<file path="src/rtl/ram_be_clr.sv">
// ram_be_clr: single-port synchronous RAM with per-lane write enables,
// a registered read with a valid strobe, a selectable read-during-write
// mode, and a hardware zero-fill sweep after every reset.
//
// Ports
//   clk       in   clock, all state on rising edge
//   rst       in   synchronous active-high reset
//   we        in   write request
//   re        in   read request
//   addr      in   word address for read and/or write
//   be        in   lane enables, lane i = data_in[i*LANE_WIDTH +: LANE_WIDTH]
//   data_in   in   write data
//   data_out  out  registered read data, held until the next accepted read
//   rd_valid  out  one-cycle pulse, data_out updated this cycle
//   busy      out  high during reset and the zero-fill sweep; requests ignored
module ram_be_clr #(
    parameter int unsigned ADDR_WIDTH = 4,
    parameter int unsigned DATA_WIDTH = 8,
    parameter int unsigned LANE_WIDTH = 4,
    parameter int unsigned RDW_MODE   = 0
) (
    input  logic                               clk,
    input  logic                               rst,
    input  logic                               we,
    input  logic                               re,
    input  logic [ADDR_WIDTH-1:0]              addr,
    input  logic [DATA_WIDTH/LANE_WIDTH-1:0]   be,
    input  logic [DATA_WIDTH-1:0]              data_in,
    output logic [DATA_WIDTH-1:0]              data_out,
    output logic                               rd_valid,
    output logic                               busy
);

    localparam int unsigned DEPTH = 1 << ADDR_WIDTH;
    localparam int unsigned LANES = DATA_WIDTH / LANE_WIDTH;

    typedef enum logic {
        CLEAR = 1'b0,
        IDLE  = 1'b1
    } state_e;

    state_e                  state_q, state_d;
    logic [ADDR_WIDTH-1:0]   ptr_q, ptr_d;
    logic                    busy_q, busy_d;
    logic                    rd_valid_q, rd_valid_d;
    logic [DATA_WIDTH-1:0]   data_out_q, data_out_d;

    logic [DATA_WIDTH-1:0]   mem [DEPTH];

    logic                    mem_we;
    logic [ADDR_WIDTH-1:0]   mem_waddr;
    logic [DATA_WIDTH-1:0]   mem_wdata;
    logic [DATA_WIDTH-1:0]   old_word;
    logic [DATA_WIDTH-1:0]   merged_word;

    // Stored word with enabled lanes replaced by write data.
    always_comb begin
        old_word    = mem[addr];
        merged_word = old_word;
        for (int i = 0; i < LANES; i++) begin
            if (be[i]) begin
                merged_word[i*LANE_WIDTH +: LANE_WIDTH] = data_in[i*LANE_WIDTH +: LANE_WIDTH];
            end
        end
    end

    // Next-state, memory write port and read register logic.
    always_comb begin
        state_d    = state_q;
        ptr_d      = ptr_q;
        busy_d     = busy_q;
        rd_valid_d = 1'b0;
        data_out_d = data_out_q;
        mem_we     = 1'b0;
        mem_waddr  = addr;
        mem_wdata  = merged_word;

        case (state_q)
            CLEAR: begin
                // Sweep owns the write port; user requests are dropped.
                mem_we    = 1'b1;
                mem_waddr = ptr_q;
                mem_wdata = '0;
                ptr_d     = ptr_q + ADDR_WIDTH'(1);
                busy_d    = 1'b1;
                if (ptr_q == ADDR_WIDTH'(DEPTH - 1)) begin
                    state_d = IDLE;
                    busy_d  = 1'b0;
                end
            end
            IDLE: begin
                busy_d = 1'b0;
                mem_we = we;
                if (re) begin
                    rd_valid_d = 1'b1;
                    // Same-cycle write can only target the same address (shared addr).
                    data_out_d = (we && (RDW_MODE == 1)) ? merged_word : old_word;
                end
            end
            default: begin
                state_d = CLEAR;
            end
        endcase
    end

    // Control and output registers.
    always_ff @(posedge clk) begin
        if (rst) begin
            state_q    <= CLEAR;
            ptr_q      <= '0;
            busy_q     <= 1'b1;
            rd_valid_q <= 1'b0;
            data_out_q <= '0;
        end else begin
            state_q    <= state_d;
            ptr_q      <= ptr_d;
            busy_q     <= busy_d;
            rd_valid_q <= rd_valid_d;
            data_out_q <= data_out_d;
        end
    end

    // Storage array; left untouched while rst is held.
    always_ff @(posedge clk) begin
        if (!rst && mem_we) begin
            mem[mem_waddr] <= mem_wdata;
        end
    end

    assign data_out = data_out_q;
    assign rd_valid = rd_valid_q;
    assign busy     = busy_q;

endmodule

</file>
<file path="config.mk">
export PLATFORM = sky130hd
export DESIGN_NAME = ram_be_clr
export DESIGN_NICKNAME = d
export VERILOG_FILES = /design/src/rtl/ram_be_clr.sv
export SDC_FILE = /design/constraint.sdc
export NUM_CORES = 1
export LEC_CHECK = 0
export BUFFER_PORTS_ARGS = -buffer_cell sky130_fd_sc_hd__clkbuf_2
export CAP_MARGIN = 20
export CORE_ASPECT_RATIO = 0.5
export CORE_MARGIN = 2
export CORE_UTILIZATION = 65
export CTS_CLUSTER_DIAMETER = 120
export DETAILED_ROUTE_END_ITERATION = 8
export GPL_TIMING_DRIVEN = 0
export PLACE_DENSITY_LB_ADDON = 0.2
export SKIP_CTS_REPAIR_TIMING = 1
export SYNTH_ARGS = -nofsm -noshare
export SYNTH_HDL_FRONTEND = slang
export SYNTH_SLANG_ARGS = --single-unit
</file>
<file path="constraint.sdc">
create_clock -name clk -period 4.3 [get_ports clk]
set_input_delay 0.215 -clock clk [delete_from_list [all_inputs] [get_ports clk]]
set_output_delay 0.215 -clock clk [all_outputs]
set_load 0.02 [all_outputs]
</file>
==> flow_summary.yaml, run 1 <==
clocking:
  tritoncts: "yes"
  numCtsBuffers: 17
  clk_pin_slew_ns: 0.06
  h-tree-depth: 4
  ctsLongestPathBuffers: 2
  clkLatencyLatePin_ns: 0.42
  cts_num_sinks: 143
  ctsRootBufferMaster: "clkbuf_16"
placement:
  place_area_mm2: 0.00605
  preCtsSetupSlack_ns: 1.85
  dpl.hpwl_um: 7830
  gp_congestion: 0.848
  dp.cells: 475
  portBuffers: 25
hold_path:
  min_path_cells: 2
  hp-start: "rst"
  hold_path.class: "input pin to flop"
layout:
  antenna_cells: 0
  drive_gt1_frac: 0.264
  stdcell_count: 507
  final_nets: 396
  final_cell_area_mm2: 0.00671
  fin_util: 0.773
  fill_cells: 431
  syn_to_final_growth_pct: 16.0
critical_path:
  endpoint_kind: "flop"
  path_delay_family: "buffers and inverters"
  crit_path_max_fanout: 10
  cp_common_cell: "clkbuf_1"
  path_buf_inv: 2
  crit-reg2reg-launch: "state_q"
  crit_arrival_ns: 2.60
  cp_num_cells: 4
  path_class: "flop to flop"
  worst_path_largest_cell_delay_ns: 0.70
  reg2regPathDepth: 4
  crit_chain: "clkbuf_1 > clkbuf_1 > a32oi_1 > nor2_1"
  required_ns: 4.35
  critPathSlowestCell: "nor2_1"
  startpoint: "state_q"
  critPathLaunchType: "flop"
power_and_ir_drop:
  ir_worst_vdd_mv: 0.372
  power_leakage_nw: 2.44
  total_power_mw: 3.28
  p_per_area_mw_per_mm2: 489
floorplan:
  rows: 24
  ios: 28
  die_w_um: 137
  core_area_mm2: 0.00868
  die_y_um: 70.7
  start_util: 0.666
  die_area_mm2: 0.00971
sta:
  setup_viol: 0
  finalSetupTns_ns: 0
  fin_worst_skew_ns: 0.00687
  relSlewSlack: 0.433
  fmax_ghz: 0.393
  final.period_utilization: 0.592
  min_period_ns: 2.55
  tightest_slew_ns: 0.847
  rsz0062_at_grt: "no"
  drv_slew: 0
  fin_ws_ns: 1.75
  holdWs_ns: 0.182
  hold_violations: 0
detailed_routing:
  ant_nets: 0
  drt-total-wl_um: 12400
  drc: 0
  dr.pass1.iters: 5
  drtIter0Drc: 341
  via_count: 3251
  viasPerCell: 6.41
  wl_per_cell_um: 24.4
global_routing:
  overflow: 0
  grt_pass1_vias: 3146
  gr-usage-all-layers: 0.281
  grt_max_degree: 17
  antenna_found_initial: 0
  grt_pass1_wl_um: 18600
logic_synthesis:
  synth_area_per_cell_um2: 17.4
  ys_seq_area_frac: 0.717
  netlist_area_mm2: 0.00578
  synth_edf_count: 128
  synth_top_flop_cell: "edfxtp_1"
  synthCells: 333
  synthArstFlopShare: 0
  ys_types: 39
  synth_seq_cells: 143
  synth_nets: 352
  ys_warn_count: 0
run_status:
  status: "completed"
job:
  maxCapViolations: 0
-- placed cells by master, fill, tap and decap left out, types with 9 or more instances in the layout --
master     synthesis  final
nor2_1            42     42
edfxtp_1         128    128
mux2_2            16     16
clkbuf_16          0     17
dfxtp_1           15     15
mux4_1             9      9
mux4_2            15     15
clkbuf_2           0     25
nand2b_1           9      9
-- cell usage after synthesis (2+ instances only) --
master,n,area (um^2)
a21oi_1,2,10.0
a22oi_1,6,45.0
a22oi_2,2,25.0
a31oi_1,2,12.5
buf_1,2,7.51
buf_2,4,20.0
buf_6,2,22.5
clkbuf_1,8,30.0
dfxtp_1,15,300
edfxtp_1,128,3840
inv_1,3,11.3
mux2_2,16,180
mux2i_1,2,20.0
mux4_1,9,236
mux4_2,15,338
nand2_1,8,30.0
nand2b_1,9,56.3
nor2_1,42,158
nor2b_1,4,25.0
o211a_1,8,80.1
o21a_1,8,60.1
o21ai_0,8,40.0
o21ai_1,6,30.0
o21ai_2,2,17.5
o22ai_1,6,37.5
o22ai_2,2,25.0
xor2_1,2,17.5
-- power by group --
part	internal [mW]	total, mW	switching (mW)	leakage (nW)
logic	0.0590	0.143	0.0839	0.772
clock network	1.04	1.62	0.581	0.313
registers	1.51	1.52	0.00859	1.35
-- per-layer routing --
layer	GRT usage	part of all wire	vias up
met3	0.0839	0.11	20
met1	0.428	0.43	1632
met2	0.392	0.44	194
met4	0.0997	0.016	0
li1	-	-	1405
met5	0	0	-
-- final timing paths --
kind / endpoint / slack (ns)
worst max-delay path: mem[10][2] / 1.75
worst min-delay path: busy / 0.18
worst min register to register: ptr_q[3] / 0.58
worst max register to register: mem[10][2] / 1.75
-- sequential cells by signal, indices dropped and copies added, names as in the netlist --
register / cells
state_q: 1
mem: 128
busy: 1
rd_valid: 1
data_out: 8
ptr_q: 4
-- cell families (layout without fill, tap and decap cells) --
| group | Yosys count | in the layout | synth area share |
|---|---|---|---|
| flip-flops | 143 | 143 | 0.717 |
| AND/OR/NAND/NOR | 68 | 68 | 0.0517 |
| AO/OA/AOI/OAI | 55 | 55 | 0.0710 |
| multiplexers | 42 | 42 | 0.134 |
| buffers and inverters | 21 | 78 | 0.0197 |
| XOR/XNOR | 3 | 3 | 0.00455 |
| adder cells (fa/ha/maj) | 1 | 1 | 0.00216 |
-- final cells by class --
cell class              instances  area, um^2  area share
clock inverters                15         230      0.0343
inverters                       3        11.3     0.00168
flip-flops and latches        143        4140       0.618
plain buffers                  18         103      0.0153
clock buffers                  17         425      0.0634
well taps                     117         146      0.0218
repair buffers                 25         125      0.0187
multi-input cells             169        1520       0.227
Note: power is estimated with default switching activity, not from simulation.
==> run 2, diff against run 1 <==
Settings changed: CORE_UTILIZATION 65 to 60.
Clock period 4.3 ns to 2.6 ns, I/O delays scaled along.
==> run 2 against run 1 <==
Register-to-register slack got worse by 1.6 ns. Largest power group is now sequential cells. First-iteration DRC count rose by 31%. Hold slack got worse by 0.11 ns. Critical path depth did not move. Clock skew rose by 0.00070 ns. Critical path type unchanged. Via count fell by 3.2%. Flip-flop and latch count did not move. Count of clock-buffer cells in the layout rose by 7. Critical endpoint is now mem[12][7]. Setup slack got worse by 1.6 ns. Final cell count rose by 3.6%. Die area rose by 8.0%.
==> flow_summary.yaml, run 2 (same netlist as run 1, synthesis figures left out) <==
critical_path:
  reg2regPathDepth: 4
  required_ns: 2.64
  critPathLaunchType: "flop"
  r2r_slack_ns: 0.18
  crit_arrival_ns: 2.46
  crit_path_max_fanout: 10
  crit-reg2reg-launch: "state_q"
  r2r_end: "mem[12][7]"
  endpoint_kind: "flop"
  path_class: "flop to flop"
clocking:
  clkLatencyLatePin_ns: 0.42
  h-tree-depth: 4
  numCtsBuffers: 17
  tritoncts: "yes"
  cts_num_sinks: 143
  ctsLongestPathBuffers: 2
  ctsRootBufferMaster: "clkbuf_16"
  clk_pin_slew_ns: 0.06
placement:
  portBuffers: 25
  dpl.hpwl_um: 7870
  dp.cells: 493
  gp_congestion: 0.863
layout:
  final_cell_mix: "128 x edfxtp_1, 39 x nor2_1, 25 x clkbuf_2"
  antenna_cells: 0
  final_nets: 396
  final_common_cell: "edfxtp_1"
  regMostFlops: "mem"
  fin_util: 0.709
  drive_gt1_frac: 0.272
  stdcell_count: 525
  syn_to_final_growth_pct: 15.4
  largest_register_ffs: 128
power_and_ir_drop:
  p_clk_frac: 0.463
  p_int_mw: 4.07
  power_leakage_nw: 2.42
  p_sw_frac: 0.206
  combPwrFrac: 0.046
  switchingPower_mw: 1.06
  p_per_area_mw_per_mm2: 768
  total_power_mw: 5.12
  ir_worst_vdd_mv: 0.500
  seqPwrFrac: 0.491
sta:
  final.period_utilization: 0.930
  rsz0062_at_grt: "yes"
  fin_worst_skew_ns: 0.00757
  hold_violations: 0
  tightest_slew_ns: 0.871
  drv_slew: 0
  fmax_ghz: 0.414
  min_period_ns: 2.42
  relSlewSlack: 0.417
  setup_viol: 0
hold_path:
  min_to: "busy"
  hold_path.class: "input pin to flop"
  min_path_cells: 2
  hp-start: "rst"
detailed_routing:
  via_count: 3148
  drt-total-wl_um: 12100
  ant_nets: 0
  drc: 0
  drtIter0Drc: 446
  wl_per_cell_um: 23.1
  dr.pass1.iters: 4
  viasPerCell: 6.00
run_status:
  status: "completed"
global_routing:
  grt_pass1_wl_um: 18100
  grt_pass1_vias: 3044
  grt_max_degree: 17
  antenna_found_initial: 0
  overflow: 0
  gr-usage-all-layers: 0.255
floorplan:
  start_util: 0.614
  die_w_um: 143
  die_area_mm2: 0.0105
  rows: 25
  die_y_um: 73.4
  core_area_mm2: 0.00942
  ios: 28
job:
  maxCapViolations: 0
[run 2: cell types whose count changed in the layout (fill, tap and decap cells not counted), sizes merged]
cell | before | now
clkbuf | 50 | 57
bufinv | 5 | 1
inv | 7 | 4
clkinv | 4 | 5
clkinvlp | 2 | 1
[run 2: power by group through the flow]
stage | clock, mW | combinational [mW] | sequential [mW]
after floorplan | 0 | 0.159 | 2.56
after global placement | 0 | 0.225 | 2.56
after detailed placement | 0 | 0.230 | 2.56
after CTS | 2.39 | 0.232 | 2.51
after global routing | 2.47 | 0.253 | 2.52
final | 2.37 | 0.236 | 2.51
[run 2: how the worst max path moves through the flow]
stage                  from  depth (start not counted)         end  slack [ns]
finish              state_q                          4  mem[12][7]        0.18
global route        state_q                          4  mem[10][7]      -0.005
CTS                 state_q                          5   mem[1][2]        0.19
floorplan           state_q                          5   mem[1][0]        0.76
global placement    addr[0]                          6   mem[7][3]        0.24
detailed placement  addr[2]                          6  mem[10][7]        0.17
[run 2: per-layer routing]
layer / vias up / share of wire / global-route usage
li1: 1406 / - / -
met1: 1558 / 0.47 / 0.384
met2: 162 / 0.43 / 0.349
met3: 22 / 0.084 / 0.0821
met4: 0 / 0.019 / 0.0979
met5: - / 0 / 0
[run 2: metrics by stage]
stage / instance area, um^2 / setup WS (ns) / hold slack [ns] / TNS (ns)
after global routing: 6670 / -0.00502 / 0.0705 / -0.0169
after floorplan: 5780 / 0.760 / 0.250 / 0
after global placement: 6070 / 0.244 / 0.483 / 0
after detailed placement: 6070 / 0.170 / 0.478 / 0
final: 6670 / 0.183 / 0.0727 / 0
after CTS: 6670 / 0.188 / 0.0456 / 0
[run 2: final cells by class]
cell class | count | area, um^2
repair buffers | 25 | 125
well taps | 135 | 169
fillers | 564 | 2740
plain buffers | 18 | 103
flip-flops and latches | 143 | 4140
multi-input cells | 169 | 1530
clock buffers | 24 | 512
inverters | 3 | 11.3
clock inverters | 8 | 78.8
[run 2: critical path, stage by stage, from the launching register on]
cell and delay [ns]:
dfxtp_1 0.31, clkbuf_1 0.35, clkbuf_1 0.41, a21oi_1 0.25
nor2_1 0.73
==> run 3, diff against run 2 <==
Settings changed: CORE_UTILIZATION 60 to 55.
==> run 3 against run 2 <==
Hold slack better by 0.031 ns. Sequential share of layout area is 0.058 points lower. Via count is 2.1% higher. Clock power rose by 3%. Sequential power about the same. Combinational power up 2%. Critical path type unchanged.
==> flow_summary.yaml, run 3 (same netlist as run 1, synthesis figures left out) <==
detailed_routing:
  drtIter0Drc: 327
  drt-total-wl_um: 12300
  ant_nets: 0
  via_count: 3214
  drc: 0
  viasPerCell: 6.06
  wl_per_cell_um: 23.2
  dr.pass1.iters: 6
power_and_ir_drop:
  p_clk_frac: 0.469
  ir_worst_vdd_mv: 0.518
  p_sw_frac: 0.209
  p_per_area_mw_per_mm2: 777
  power_leakage_nw: 2.41
  total_power_mw: 5.19
  switchingPower_mw: 1.08
  seqPwrFrac: 0.485
  combPwrFrac: 0.046
  p_int_mw: 4.11
sta:
  setup_viol: 0
  fin_ws_ns: 0.145
  fmax_ghz: 0.407
  holdWs_ns: 0.103
  relSlewSlack: 0.423
  hold_violations: 0
  min_period_ns: 2.46
  fin_worst_skew_ns: 0.00885
  rsz0062_at_grt: "yes"
  drv_slew: 0
  tightest_slew_ns: 0.863
  final.period_utilization: 0.944
hold_path:
  hp-start: "rst"
  hold_path.class: "input pin to flop"
  min_path_cells: 2
  min_to: "busy"
clocking:
  ctsLongestPathBuffers: 2
  clk_pin_slew_ns: 0.06
  numCtsBuffers: 17
  tritoncts: "yes"
  h-tree-depth: 4
  cts_num_sinks: 143
  clkLatencyLatePin_ns: 0.41
  ctsRootBufferMaster: "clkbuf_16"
placement:
  gp_congestion: 0.795
  portBuffers: 25
  dpl.hpwl_um: 8190
  place_area_mm2: 0.00608
  preCtsSetupSlack_ns: 0.144
  dp.cells: 498
global_routing:
  grt_max_degree: 17
  overflow: 0
  antenna_found_initial: 0
  grt_pass1_vias: 3199
  gr-usage-all-layers: 0.230
  grt_pass1_wl_um: 18600
layout:
  drive_gt1_frac: 0.264
  final_cell_area_mm2: 0.00668
  syn_to_final_growth_pct: 15.5
  antenna_cells: 0
  final_nets: 396
  regMostFlops: "mem"
  stdcell_count: 530
  largest_register_ffs: 128
  final_cell_mix: "128 x edfxtp_1, 41 x nor2_1, 25 x clkbuf_2"
  fill_cells: 682
  final_common_cell: "edfxtp_1"
floorplan:
  die_area_mm2: 0.0114
  rows: 26
  die_y_um: 76.5
  ios: 28
  core_area_mm2: 0.0102
  die_w_um: 149
  start_util: 0.566
critical_path:
  endpoint_kind: "flop"
  path_delay_family: "buffers and inverters"
  crit-reg2reg-launch: "state_q"
  crit_path_max_fanout: 10
  crit_arrival_ns: 2.49
  path_class: "flop to flop"
  reg2regPathDepth: 4
  path_buf_inv: 2
  crit_chain: "clkbuf_1 > clkbuf_1 > a21oi_1 > nor2_1"
  worst_path_largest_cell_delay_ns: 0.73
  cp_common_cell: "clkbuf_1"
  r2r_slack_ns: 0.14
  required_ns: 2.64
  critPathSlowestCell: "nor2_1"
  r2r_end: "mem[8][7]"
  critPathLaunchType: "flop"
job:
  maxCapViolations: 0
run_status:
  status: "completed"
## run 3: area by class of cell
cell class,count,area [um^2],area share
Timing Repair Buffer,25,125,0.0187
Tap cell,140,175,0.0262
Clock inverter,14,166,0.0249
Inverter,3,11.3,0.00169
Buffer,18,103,0.0154
Clock buffer,18,429,0.0643
Multi-Input combinational cell,169,1530,0.228
Sequential cell,143,4140,0.620
## run 3: stage by stage
stage,TNS [ns],utilization
2_1_floorplan,0,-
3_3_place_gp,0,0.595
4_1_cts,0,0.654
5_1_grt,-0.00296,0.654
3_5_place_dp,0,0.595
6_report,0,0.654
## run 3: worst max path at each step
| stage | from | endpoint | slack, ns | depth (start not counted) |
|---|---|---|---|---|
| 6_report | state_q | mem[8][7] | 0.14 | 4 |
| 5_1_grt | state_q | mem[6][0] | -0.001 | 4 |
| 4_1_cts | state_q | mem[1][3] | 0.14 | 5 |
| 3_5_place_dp | state_q | mem[8][1] | 0.14 | 4 |
| 3_3_place_gp | addr[2] | mem[6][4] | 0.20 | 6 |
| 2_1_floorplan | state_q | mem[1][0] | 0.76 | 5 |
## run 3: layer usage
metal | up-vias | track usage | share of wire
li1 | 1414 | - | -
met1 | 1651 | 0.338 | 0.44
met2 | 137 | 0.348 | 0.47
met3 | 12 | 0.0557 | 0.082
met4 | 0 | 0.0629 | 0.0083
met5 | - | 0 | 0
## run 3: power by group through the flow
| stage | Sequential [mW] | Combinational (mW) | Clock, mW |
|---|---|---|---|
| 4_1_cts | 2.51 | 0.235 | 2.44 |
| 3_3_place_gp | 2.56 | 0.225 | 0 |
| 6_report | 2.51 | 0.240 | 2.43 |
| 5_1_grt | 2.52 | 0.252 | 2.54 |
| 2_1_floorplan | 2.56 | 0.159 | 0 |
| 3_5_place_dp | 2.56 | 0.232 | 0 |
